### config.mk
export PLATFORM = sky130hd
export DESIGN_NAME = retire_halt_monitor_flat
export DESIGN_NICKNAME = d
export VERILOG_FILES = /design/src/rtl/retire_halt_monitor_if.sv /design/src/rtl/retire_halt_monitor.sv /design/src/flat_wrapper.sv
export SDC_FILE = /design/constraint.sdc
export NUM_CORES = 1
export LEC_CHECK = 0
export ABC_AREA = 0
export CAP_MARGIN = 15
export CELL_PAD_IN_SITES_DETAIL_PLACEMENT = 1
export CELL_PAD_IN_SITES_GLOBAL_PLACEMENT = 2
export CORE_MARGIN = 4
export CORE_UTILIZATION = 26
export CTS_CLUSTER_DIAMETER = 150
export DETAILED_ROUTE_END_ITERATION = 10
export PLACE_DENSITY_LB_ADDON = 0.1
export REMOVE_ABC_BUFFERS = 1
export SLEW_MARGIN = 30
export SYNTH_ARGS = -nofsm -noshare
export SYNTH_HDL_FRONTEND = slang
export SYNTH_SLANG_ARGS = --single-unit
### constraint.sdc
create_clock -name clk -period 2.2 [get_ports clk]
set_input_delay 0.33 -clock clk [delete_from_list [all_inputs] [get_ports clk]]
set_output_delay 0.33 -clock clk [all_outputs]
set_load 0.01 [all_outputs]
### src/rtl/retire_halt_monitor_if.sv
// Bundles the writeback retirement stream, the history read port and the
// monitor status outputs.
interface retire_halt_monitor_if #(
    parameter int XLEN  = 32,
    parameter int CNT_W = 32,
    parameter int DEPTH = 8
);
    localparam int IDX_W = $clog2(DEPTH);

    logic             valid_w;
    logic [XLEN-1:0]  pc_w;
    logic [IDX_W-1:0] hist_idx;
    logic [XLEN-1:0]  hist_pc;
    logic [CNT_W-1:0] cycle_cnt;
    logic [CNT_W-1:0] retire_cnt;
    logic             done;
    logic             pass;
    logic [1:0]       halt_cause;

    // Core or harness side: drives retirements and reads status.
    modport master (
        output valid_w, pc_w, hist_idx,
        input  hist_pc, cycle_cnt, retire_cnt, done, pass, halt_cause
    );

    // Monitor side.
    modport slave (
        input  valid_w, pc_w, hist_idx,
        output hist_pc, cycle_cnt, retire_cnt, done, pass, halt_cause
    );
endinterface

### src/rtl/retire_halt_monitor.sv
// Retirement monitor: counts cycles/retirements and halts on END_PC, a PC
// self-loop or a retirement watchdog. PC history is built only with MON_HIST_EN.
module retire_halt_monitor #(
    parameter int              XLEN    = 32,
    parameter logic [XLEN-1:0] END_PC  = 32'h0000000c,
    parameter int              TIMEOUT = 1024,
    parameter int              CNT_W   = 32,
    parameter int              DEPTH   = 8
) (
    input  logic                  clk,
    input  logic                  rstn,
    retire_halt_monitor_if.slave  mon
);
    localparam int IDX_W = $clog2(DEPTH);
    localparam int WD_W  = $clog2(TIMEOUT + 1);

    typedef enum logic [1:0] {
        IDLE = 2'd0,
        RUN  = 2'd1,
        HALT = 2'd2,
        HUNG = 2'd3
    } state_t;

    state_t           state_r;
    logic [CNT_W-1:0] cycle_cnt_r;
    logic [CNT_W-1:0] retire_cnt_r;
    logic [WD_W-1:0]  wd_r;
    logic [XLEN-1:0]  prev_pc_r;
    logic             have_prev_r;
    logic             done_r;
    logic             pass_r;
    logic [1:0]       cause_r;

    logic active_s;
    logic retire_s;
    logic end_hit_s;
    logic loop_hit_s;
    logic wd_expire_s;

    function automatic logic [CNT_W-1:0] sat_inc(input logic [CNT_W-1:0] v);
        return (v == {CNT_W{1'b1}}) ? v : v + CNT_W'(1);
    endfunction

    assign active_s    = (state_r == IDLE) || (state_r == RUN);
    assign retire_s    = active_s && mon.valid_w;
    assign end_hit_s   = retire_s && (mon.pc_w == END_PC);
    // have_prev_r keeps the post-reset zero PC from looking like a self-loop.
    assign loop_hit_s  = retire_s && have_prev_r && (mon.pc_w == prev_pc_r);
    assign wd_expire_s = active_s && !mon.valid_w && (wd_r == WD_W'(TIMEOUT - 1));

    // Monitor FSM with counters, watchdog and registered halt status.
    always_ff @(posedge clk) begin
        if (!rstn) begin
            state_r      <= IDLE;
            cycle_cnt_r  <= {CNT_W{1'b0}};
            retire_cnt_r <= {CNT_W{1'b0}};
            wd_r         <= {WD_W{1'b0}};
            prev_pc_r    <= {XLEN{1'b0}};
            have_prev_r  <= 1'b0;
            done_r       <= 1'b0;
            pass_r       <= 1'b0;
            cause_r      <= 2'b00;
        end else begin
            case (state_r)
                IDLE, RUN: begin
                    if ((state_r == RUN) || mon.valid_w) begin
                        cycle_cnt_r <= sat_inc(cycle_cnt_r);
                    end
                    if (mon.valid_w) begin
                        retire_cnt_r <= sat_inc(retire_cnt_r);
                        prev_pc_r    <= mon.pc_w;
                        have_prev_r  <= 1'b1;
                        wd_r         <= {WD_W{1'b0}};
                    end else begin
                        wd_r <= wd_r + WD_W'(1);
                    end

                    if (end_hit_s) begin
                        state_r <= HALT;
                        done_r  <= 1'b1;
                        pass_r  <= 1'b1;
                        cause_r <= 2'b01;
                    end else if (loop_hit_s) begin
                        state_r <= HALT;
                        done_r  <= 1'b1;
                        cause_r <= 2'b10;
                    end else if (wd_expire_s) begin
                        state_r <= HUNG;
                        done_r  <= 1'b1;
                        cause_r <= 2'b11;
                    end else if (mon.valid_w) begin
                        state_r <= RUN;
                    end else begin
                        state_r <= state_r;
                    end
                end
                HALT, HUNG: begin
                    state_r <= state_r;
                end
                default: begin
                    state_r <= IDLE;
                end
            endcase
        end
    end

    assign mon.cycle_cnt  = cycle_cnt_r;
    assign mon.retire_cnt = retire_cnt_r;
    assign mon.done       = done_r;
    assign mon.pass       = pass_r;
    assign mon.halt_cause = cause_r;

`ifdef MON_HIST_EN
    logic [XLEN-1:0]  hist_r [DEPTH];
    logic [IDX_W-1:0] wr_ptr_r;
    logic [IDX_W-1:0] rd_ptr_s;

    // Ring buffer of counted retirements, including the one that halts.
    always_ff @(posedge clk) begin
        if (!rstn) begin
            for (int i = 0; i < DEPTH; i++) begin
                hist_r[i] <= {XLEN{1'b0}};
            end
            wr_ptr_r <= {IDX_W{1'b0}};
        end else if (retire_s) begin
            hist_r[wr_ptr_r] <= mon.pc_w;
            wr_ptr_r         <= wr_ptr_r + IDX_W'(1);
        end
    end

    // DEPTH is a power of two, so the IDX_W-bit subtraction is the modulo.
    assign rd_ptr_s    = wr_ptr_r - IDX_W'(1) - mon.hist_idx;
    assign mon.hist_pc = hist_r[rd_ptr_s];
`else
    assign mon.hist_pc = {XLEN{1'b0}};
`endif

endmodule
### src/flat_wrapper.sv
// flat-port wrapper written by rule: the top's interface ports become plain ports
module retire_halt_monitor_flat 
#(
    parameter int              XLEN    = 32,
    parameter logic [XLEN-1:0] END_PC  = 32'h0000000c,
    parameter int              TIMEOUT = 1024,
    parameter int              CNT_W   = 32,
    parameter int              DEPTH   = 8
)
  (clk, rstn, mon_valid_w, mon_pc_w, mon_hist_idx, mon_hist_pc, mon_cycle_cnt, mon_retire_cnt, mon_done, mon_pass, mon_halt_cause);
  retire_halt_monitor_if #(.XLEN(XLEN), .CNT_W(CNT_W), .DEPTH(DEPTH)) mon_i ();
  input  logic clk;
  input  logic rstn;
  input wire logic [$bits(mon_i.valid_w)-1:0] mon_valid_w;
  input wire logic [$bits(mon_i.pc_w)-1:0] mon_pc_w;
  input wire logic [$bits(mon_i.hist_idx)-1:0] mon_hist_idx;
  output wire logic [$bits(mon_i.hist_pc)-1:0] mon_hist_pc;
  output wire logic [$bits(mon_i.cycle_cnt)-1:0] mon_cycle_cnt;
  output wire logic [$bits(mon_i.retire_cnt)-1:0] mon_retire_cnt;
  output wire logic [$bits(mon_i.done)-1:0] mon_done;
  output wire logic [$bits(mon_i.pass)-1:0] mon_pass;
  output wire logic [$bits(mon_i.halt_cause)-1:0] mon_halt_cause;
  assign mon_i.valid_w = mon_valid_w;
  assign mon_i.pc_w = mon_pc_w;
  assign mon_i.hist_idx = mon_hist_idx;
  assign mon_hist_pc = mon_i.hist_pc;
  assign mon_cycle_cnt = mon_i.cycle_cnt;
  assign mon_retire_cnt = mon_i.retire_cnt;
  assign mon_done = mon_i.done;
  assign mon_pass = mon_i.pass;
  assign mon_halt_cause = mon_i.halt_cause;
  retire_halt_monitor #(.XLEN(XLEN), .END_PC(END_PC), .TIMEOUT(TIMEOUT), .CNT_W(CNT_W), .DEPTH(DEPTH)) u_core (.clk(clk), .rstn(rstn), .mon(mon_i));
endmodule
## After elaboration in Yosys (flattened, before gate mapping)

Index checks and enable logic that the tools add are counted.

- Add/subtract/negate cells: 3
- Multiply operators: 0
- Div/mod/pow operators: 0
- $lt $le $gt $ge: 0
- Equal/unequal tests: 9
- Shift operators: 0
- Mux-type cells: 12
- Bitwise logic cells: 3
- Reductions and logical operators: 19

Operators by type and width:

| kind | count |
|---|---|
| 32-bit by 1-bit adder with 32-bit output (second input constant) | 2 |
| 32-bit equality test (second input constant) | 2 |
| 32-bit equality test | 1 |
| 32-bit by 4-bit equality test with 1-bit output (second input constant) | 1 |
| 2-bit 2-to-1 mux | 8 |
| 11-bit by 1-bit adder with 11-bit output (second input constant) | 1 |
| 11-bit by 10-bit equality test with 1-bit output (second input constant) | 1 |
| 11-bit 2-to-1 mux | 1 |
| 2-bit AND reduction | 4 |
| 1-bit logical AND | 6 |
| 3-bit AND reduction | 2 |
| 5-bit by 2-bit inequality test with 1-bit output (second input constant) | 1 |
| 2-bit equality test (second input constant) | 2 |
| 2-bit OR reduction | 2 |
| 1-bit 2-to-1 mux | 3 |
| 1-bit NOT | 3 |
| 3-bit nonzero test | 1 |
| 2-bit by 1-bit equality test with 1-bit output (second input constant) | 1 |
| 2-bit logical NOT | 1 |
| 1-bit logical OR | 2 |
| 1-bit logical NOT | 1 |

- Register bits after elaboration: 114
- Bits in latches: 0
- Memory bits (writable): 0
- ROM bits: 0
- Input bits: 38
- Output and inout port bits: 100
- Logic and storage cells: 55
- Memories kept: 0

## Depth between registers and ports, before layout

Gate-level depths: netlist of run 1.

- Depth after elaboration: 8
- Mapped depth: 8

## Worst setup path before layout of run 1

Ideal clock, no wire load.

- Path type: reg2reg
- From: register u_core.cycle_cnt_r[14] (netlist: u_core.mon.cycle_cnt[14])
- To: register u_core.cycle_cnt_r[27] (netlist: u_core.mon.cycle_cnt[27])
- Library setup time: 70 ps
- Arrival: 2102 ps
- Data required time: 2130 ps
- Slack: 28 ps
- Cell stages (with the launch flop): 6
- Path buffers: 0
- Clock period less this slack: 2172 ps
- Cell sequence: dfxtp_1 nand3_1 or4_4 or4_1 or3_1 a21oi_1

- Longest elaborated chain between the ends: 3

Ends and longest elaborated chain:

| element | line | source |
|---|---|---|
| start: declaration | retire_halt_monitor.sv:25 | `logic [CNT_W-1:0] cycle_cnt_r;` |
| start signal: assignment | retire_halt_monitor.sv:55 | `cycle_cnt_r <= {CNT_W{1'b0}};` |
| start signal: assignment | retire_halt_monitor.sv:67 | `cycle_cnt_r <= sat_inc(cycle_cnt_r);` |
| parallel branches: the longest is 3 deep, another holds 32-bit by 1-bit adder with 32-bit output | - |  |

Parallel ways; which one is timed is not known.
A chain may end at the register's enable or synchronous reset.

## Worst setup path after layout of run 1

- From: register u_core.cycle_cnt_r[19] (netlist: u_core.mon.cycle_cnt[19])
- To: register u_core.cycle_cnt_r[27] (netlist: u_core.mon.cycle_cnt[27])

The elaborated chain is that of the path after synthesis.

==> flow_summary_export.csv, run 1 <==
group,metric,value,unit
run_status,outcome,"complete, no violations",
setup_path,cpPeakStageDelay,0.56,ns
routing,via_count,5908,
cts,numCtsBuffers,17,
logic_synthesis,netlist_area,0.00579,mm²
placed_design,io_buffers,102,
cts,cts_root_buf,"clkbuf_16",
die,die_w,157,µm
die,rows,54,
setup_path,reg2reg_from,"u_core.mon.cycle_cnt[19]",
die,die_height,157,µm
global_routing,antenna_found_initial,0,
sta,hold_viol,0,
layout,diodes,0,
logic_synthesis,ys_warn_count,0,
power,pwr-share-comb,0.077,
logic_synthesis,synth_cell_type_count,58,
layout,mostFrequentLayoutCells,"dfxtp_1, clkdlybuf4s50_1, buf_4",
sta,maxSlewViolCount,0,
routing,wirelength,19.0,mm
routing,drt-pass1-iter-count,4,
sta,fmax,472,MHz
min_path,hold_start,"u_core.mon.pass",
global_routing,grt_pass1_vias,6146,
setup_path,end_kind,"flop",
sta,fin_crit_sh,0.963,
global_routing,grt_pass1_wl,31.3,mm
setup_path,crit_type,"flop to flop",
layout,final_util,0.386,
layout,drive_gt1_frac,0.172,
power,p_leak,3.15,nW
setup_path,crit_arrival,2.46,ns
sta,setup_tns,0,ns
cts,postCtsHoldBufs,0,
routing,viasPerCell,4.95,
min_path,hold-path-endpoint,"u_core.mon.pass",
layout,areaGrowthSynthToFinish,45.8,%
logic_synthesis,ys.flop_type,"dfxtp_1",
routing,drt_iter0_drc,130,
logic_synthesis,async_reset_ff_frac,0,
placed_design,dpl.hpwl,14.3,mm
sta,fin_crit,2.12,ns
setup_path,crit_fanout,4,
die,coreArea,0.0218,mm²
logic_synthesis,synth_edf_count,0,
setup_path,worst-path-stages,5,
layout,final_common_cell,"dfxtp_1",
power,switching_share,0.223,
cts,cts_tree,"done",
logic_synthesis,synth.avg_cell_area,8.14,µm²
power,powerDensity,682,mW/mm²
min_path,hold_depth,2,
setup_path,critPathBufInv,0,
global_routing,overflow,0,
power,pwr-share-seq,0.373,
cts,cts_max_level,4,
setup_path,worst_path_max_delay_cell,"or4_1",
sta,relSlewSlack,0.528,
setup_path,crit_chain,"nand3_2, or4_4, or4_1, or3_1, a21oi_1",
logic_synthesis,ys_ff_latch,114,
die,io-pin-count,138,
run,cap_violations,0,
die,initial_core_util,0.265,
setup_path,cp.required,2.54,ns
setup_path,cp_top_family,"simple AND/OR/NAND/NOR gates",
cts,clock-sinks,114,
routing,drc_errors,0,
power,vdd_drop_max,443,µV
logic_synthesis,ys_seq_area_frac,0.394,
cts,clk_pin_slew,0.06,ns
die,die_area,0.0247,mm²
global_routing,grt_max_degree,59,
power,pwr-share-clk,0.551,
sta,skew,0.0109,ns
min_path,hold_class,"flop to flop",
setup_path,regToRegEndpoint,"u_core.mon.cycle_cnt[27]",
layout,fin_nets,942,
cts,cts_resized,1,
sta,grt_setup_unrepaired,"false",
global_routing,grt_util_all_layers,0.155,
setup_path,cp-start-kind,"flop",
logic_synthesis,postSynthCellCount,711,
setup_path,r2r_cells,5,
routing,ant_nets,0,
power,p_int,4.47,mW
power,p_sw,1.28,mW
cts,clock_latency,0.41,ns
sta,finalSetupViolations,0,
sta,tightest_slew,0.703,ns
routing,wl_per_cell,15.9,µm
cts,post_cts_buffers,0,
setup_path,regToRegSetupSlack,0.08,ns
placed_design,gp_congestion,0.805,
cts,clock_path_buffers,2,
==> cell usage after synthesis, types with 2 or more instances <==
cell	n	area, µm²
nor2b_1	3	18.8
dfxtp_1	114	2280
xor2_1	38	333
ha_1	3	37.5
nor2_1	29	109
o31ai_1	15	113
a31oi_1	2	12.5
or2_2	2	12.5
xnor2_1	6	52.6
o21ai_0	35	175
buf_1	2	7.51
mux2i_1	5	50.1
nand2b_1	9	56.3
o21a_1	3	22.5
nor4_1	20	125
o31a_1	5	43.8
nor3_1	8	40.0
nand4_1	22	138
clkbuf_1	28	105
nand2_1	96	360
or4_1	12	90.1
and4_1	11	96.3
inv_1	10	37.5
a21oi_1	82	410
a21o_1	3	22.5
and2_1	4	25.0
nand3_1	39	195
and3b_1	2	17.5
buf_4	33	248
o211ai_1	3	22.5
or3_1	31	194
and3_1	10	62.6
==> area by class of cell <==
type	count	area, µm²
well taps	280	350
flip-flops and latches	114	2290
inverters	11	41.3
fillers	2586	13400
repair buffers	204	1840
multi-input cells	553	3250
clock inverters	14	234
clock buffers	18	439
==> through the flow <==
stage	instances	area (µm²)	hold WS (ns)	setup slack (ns)	power (mW)
floorplan	678	5540	0.440	-0.584	2.36
global placement	1162	7730	0.453	-0.407	2.62
detailed placement	1162	7730	0.452	-0.392	2.63
CTS	1194	8410	0.459	0.0211	5.84
global route	1194	8430	0.468	0.000944	5.98
finish	1194	8430	0.452	0.0805	5.75
==> worst register-to-register path: stages (launching register included) <==
cell and delay (ns):
dfxtp_1 0.37, nand3_2 0.12, or4_4 0.54, or4_1 0.56
or3_1 0.33, a21oi_1 0.14
==> power by group through the flow <==
stage          sequential (mW)  combinational, mW  clock (mW)
6_report                  2.14              0.441        3.17
5_1_grt                   2.15              0.493        3.34
4_1_cts                   2.14              0.447        3.25
3_5_place_dp              2.19              0.445           0
3_3_place_gp              2.18              0.431           0
2_1_floorplan             2.19              0.174           0
==> state kept, by name, summed over array words and instances, names as in the netlist <==
signal and flops:
u_core.mon.cycle_cnt 32, u_core.mon.retire_cnt 32, u_core.prev_pc_r 32, u_core.wd_r 11, u_core.mon.halt_cause 2, u_core.state_r 2, u_core.have_prev_r 1, u_core.mon.done 1
u_core.mon.pass 1
==> cells by family (layout without fill, tap and decap cells) <==
logic type / Yosys count / after routing / share of synthesized area
compound gates: 162 / 162 / 0.170
simple gates: 307 / 307 / 0.283
flops: 114 / 114 / 0.394
buf+inv: 75 / 247 / 0.0703
mux: 5 / 5 / 0.00865
other cells: 1 / 32 / 0.000648
fa+ha+maj: 3 / 3 / 0.00649
xor+xnor: 44 / 44 / 0.0666
==> layer usage <==
| metal | vias to the layer above | global-route usage | share of wire |
|---|---|---|---|
| li1 | 2893 | - | - |
| met1 | 2895 | 0.189 | 0.45 |
| met2 | 103 | 0.276 | 0.51 |
| met3 | 17 | 0.0327 | 0.036 |
| met4 | 0 | 0.0471 | 0.012 |
| met5 | - | 0 | 0 |
==> how the worst max path moves through the flow <==
stage | start | end | slack [ns]
2_1_floorplan | u_core.state_r[1] | u_core.mon.halt_cause[0] | -0.58
3_3_place_gp | mon_pc_w[8] | u_core.mon.halt_cause[0] | -0.41
3_5_place_dp | mon_pc_w[8] | u_core.mon.halt_cause[0] | -0.39
4_1_cts | u_core.mon.cycle_cnt[16] | u_core.mon.cycle_cnt[27] | 0.02
5_1_grt | u_core.mon.cycle_cnt[19] | u_core.mon.cycle_cnt[27] | 0.0009
6_report | u_core.mon.cycle_cnt[19] | u_core.mon.cycle_cnt[27] | 0.08
No activity file was read; power rests on OpenSTA's default activity.
==> run 2, diff against run 1 <==
- TNS_END_PERCENT: not set -> 10
==> run 2 against run 1 <==
First-iteration DRC count fell by 13%. Highest routed layer unchanged. Register-to-register slack got worse by 0.03 ns. Setup slack worse by 0.034 ns. Sequential share of layout area hardly changed. Clock power is essentially flat. Power barely moved. Critical path type unchanged. Design area about the same. Utilization about the same. Sequential power hardly changed. Largest cell class unchanged. Cell count unchanged.
==> flow_summary_export.csv, run 2 (synthesis results as in run 1) <==
group,metric,value,unit
layout,fin_nets,942,
cts,postCtsHoldBufs,0,
cts,cts_root_buf,"clkbuf_16",
sta,fin_crit_sh,0.979,
cts,cts_max_level,4,
routing,via_count,5912,
routing,drt-pass1-iter-count,5,
cts,clock-sinks,114,
power,p_leak,3.15,nW
setup_path,end_kind,"flop",
layout,mostFrequentLayoutCells,"dfxtp_1, clkdlybuf4s50_1, buf_4",
placed_design,io_buffers,102,
setup_path,crit_fanout,4,
placed_design,gp_congestion,0.805,
routing,drt_iter0_drc,113,
run,cap_violations,0,
routing,wirelength,18.9,mm
cts,cts_tree,"done",
routing,viasPerCell,4.95,
setup_path,crit_type,"flop to flop",
layout,final_util,0.386,
sta,grt_setup_unrepaired,"true",
global_routing,grt_util_all_layers,0.155,
global_routing,overflow,0,
sta,hold_viol,0,
power,powerDensity,682,mW/mm²
setup_path,crit_chain,"nand3_4, or4_4, or4_1, or3_1, a21oi_1",
cts,post_cts_buffers,0,
routing,drc_errors,0,
setup_path,cp-start-kind,"flop",
die,initial_core_util,0.265,
sta,setup_tns,0,ns
power,p_total,5.75,mW
layout,design_area,0.00843,mm²
power,vdd_drop_max,443,µV
global_routing,grt_pass1_vias,6146,
setup_path,crit_arrival,2.49,ns
routing,wl_per_cell,15.9,µm
routing,ant_nets,0,
layout,fillers,2589,
sta,tightest_slew,0.713,ns
routing,route.met3.wl,682,µm
setup_path,cpPeakStageDelay,0.56,ns
cts,clock_path_buffers,2,
die,die_w,157,µm
cts,clk_pin_slew,0.06,ns
global_routing,antenna_found_initial,0,
run_status,outcome,"complete, no violations",
die,die_area,0.0247,mm²
die,rows,54,
placed_design,placedInstanceArea,0.00773,mm²
min_path,hold_class,"flop to flop",
layout,areaGrowthSynthToFinish,45.8,%
die,coreArea,0.0218,mm²
sta,relSlewSlack,0.522,
sta,fmax,464,MHz
die,io-pin-count,138,
layout,drive_gt1_frac,0.170,
placed_design,dpl.hpwl,14.3,mm
setup_path,critPathBufInv,0,
setup_path,cp_top_family,"simple AND/OR/NAND/NOR gates",
routing,wl_met2,9.61,mm
routing,met1_length,8.42,mm
setup_path,worst_path_max_delay_cell,"or4_4",
cts,clock_latency,0.41,ns
layout,diodes,0,
sta,skew,0.0114,ns
setup_path,cp.required,2.54,ns
sta,maxSlewViolCount,0,
sta,fin_crit,2.15,ns
sta,finalSetupViolations,0,
die,die_height,157,µm
cts,numCtsBuffers,17,
routing,maxUsedRoutingLayer,"met4",
global_routing,grt_pass1_wl,31.3,mm
global_routing,grt_max_degree,59,
layout,final_common_cell,"dfxtp_1",
[run 2: cell count changes in the layout (fill, tap and decap cells not counted)]
cell     previous run  this run
dfxtp_2             3         1
buf_6               0         1
dfxtp_1           111       113
buf_4              98        97
[run 2: per-layer routing]
metal,up-vias,track usage
li1,2896,-
met1,2892,0.189
met2,107,0.276
met3,17,0.0327
met4,0,0.0471
met5,-,0
[run 2: power breakdown]
| group | total, mW | internal [mW] | switching [mW] |
|---|---|---|---|
| registers | 2.14 | 2.11 | 0.0311 |
| clock network | 3.17 | 2.15 | 1.02 |
| logic | 0.442 | 0.209 | 0.233 |
[run 2: final timing paths]
| check | startpoint | to | slack, ns | depth (start not counted) |
|---|---|---|---|---|
| max | u_core.mon.cycle_cnt[15] | u_core.mon.cycle_cnt[27] | 0.05 | 5 |
| min | u_core.mon.pass | u_core.mon.pass | 0.45 | 2 |
| max reg2reg | u_core.mon.cycle_cnt[15] | u_core.mon.cycle_cnt[27] | 0.05 | 5 |
| min reg2reg | u_core.mon.pass | u_core.mon.pass | 0.45 | 2 |
[run 2: through the flow]
step	instances	hold slack (ns)	setup WS [ns]
6_report	1194	0.452	0.0469
5_1_grt	1194	0.468	-0.0278
4_1_cts	1194	0.459	0.0211
3_5_place_dp	1162	0.452	-0.392
3_3_place_gp	1162	0.453	-0.407
2_1_floorplan	678	0.440	-0.584
[run 2: area by class of cell]
class	count	area, µm²	share of cell area
Multi-Input combinational cell	553	3250	0.385
Sequential cell	114	2280	0.271
Timing Repair Buffer	204	1840	0.218
Clock buffer	18	439	0.0521
Tap cell	280	350	0.0415
Clock inverter	14	234	0.0277
Inverter	11	41.3	0.00490
[run 2: tightest hold or removal path: stages, from the launching register on]
cell and delay [ns]:
dfxtp_1 0.31, inv_1 0.05, a21oi_1 0.05
[run 2: repair_timing]
| action | in CTS | in global routing |
|---|---|---|
| pin swaps | 0 | 0 |
| gates resized for setup | 1 | 7 |
| endpoints found under the setup margin | 1 | 8 |
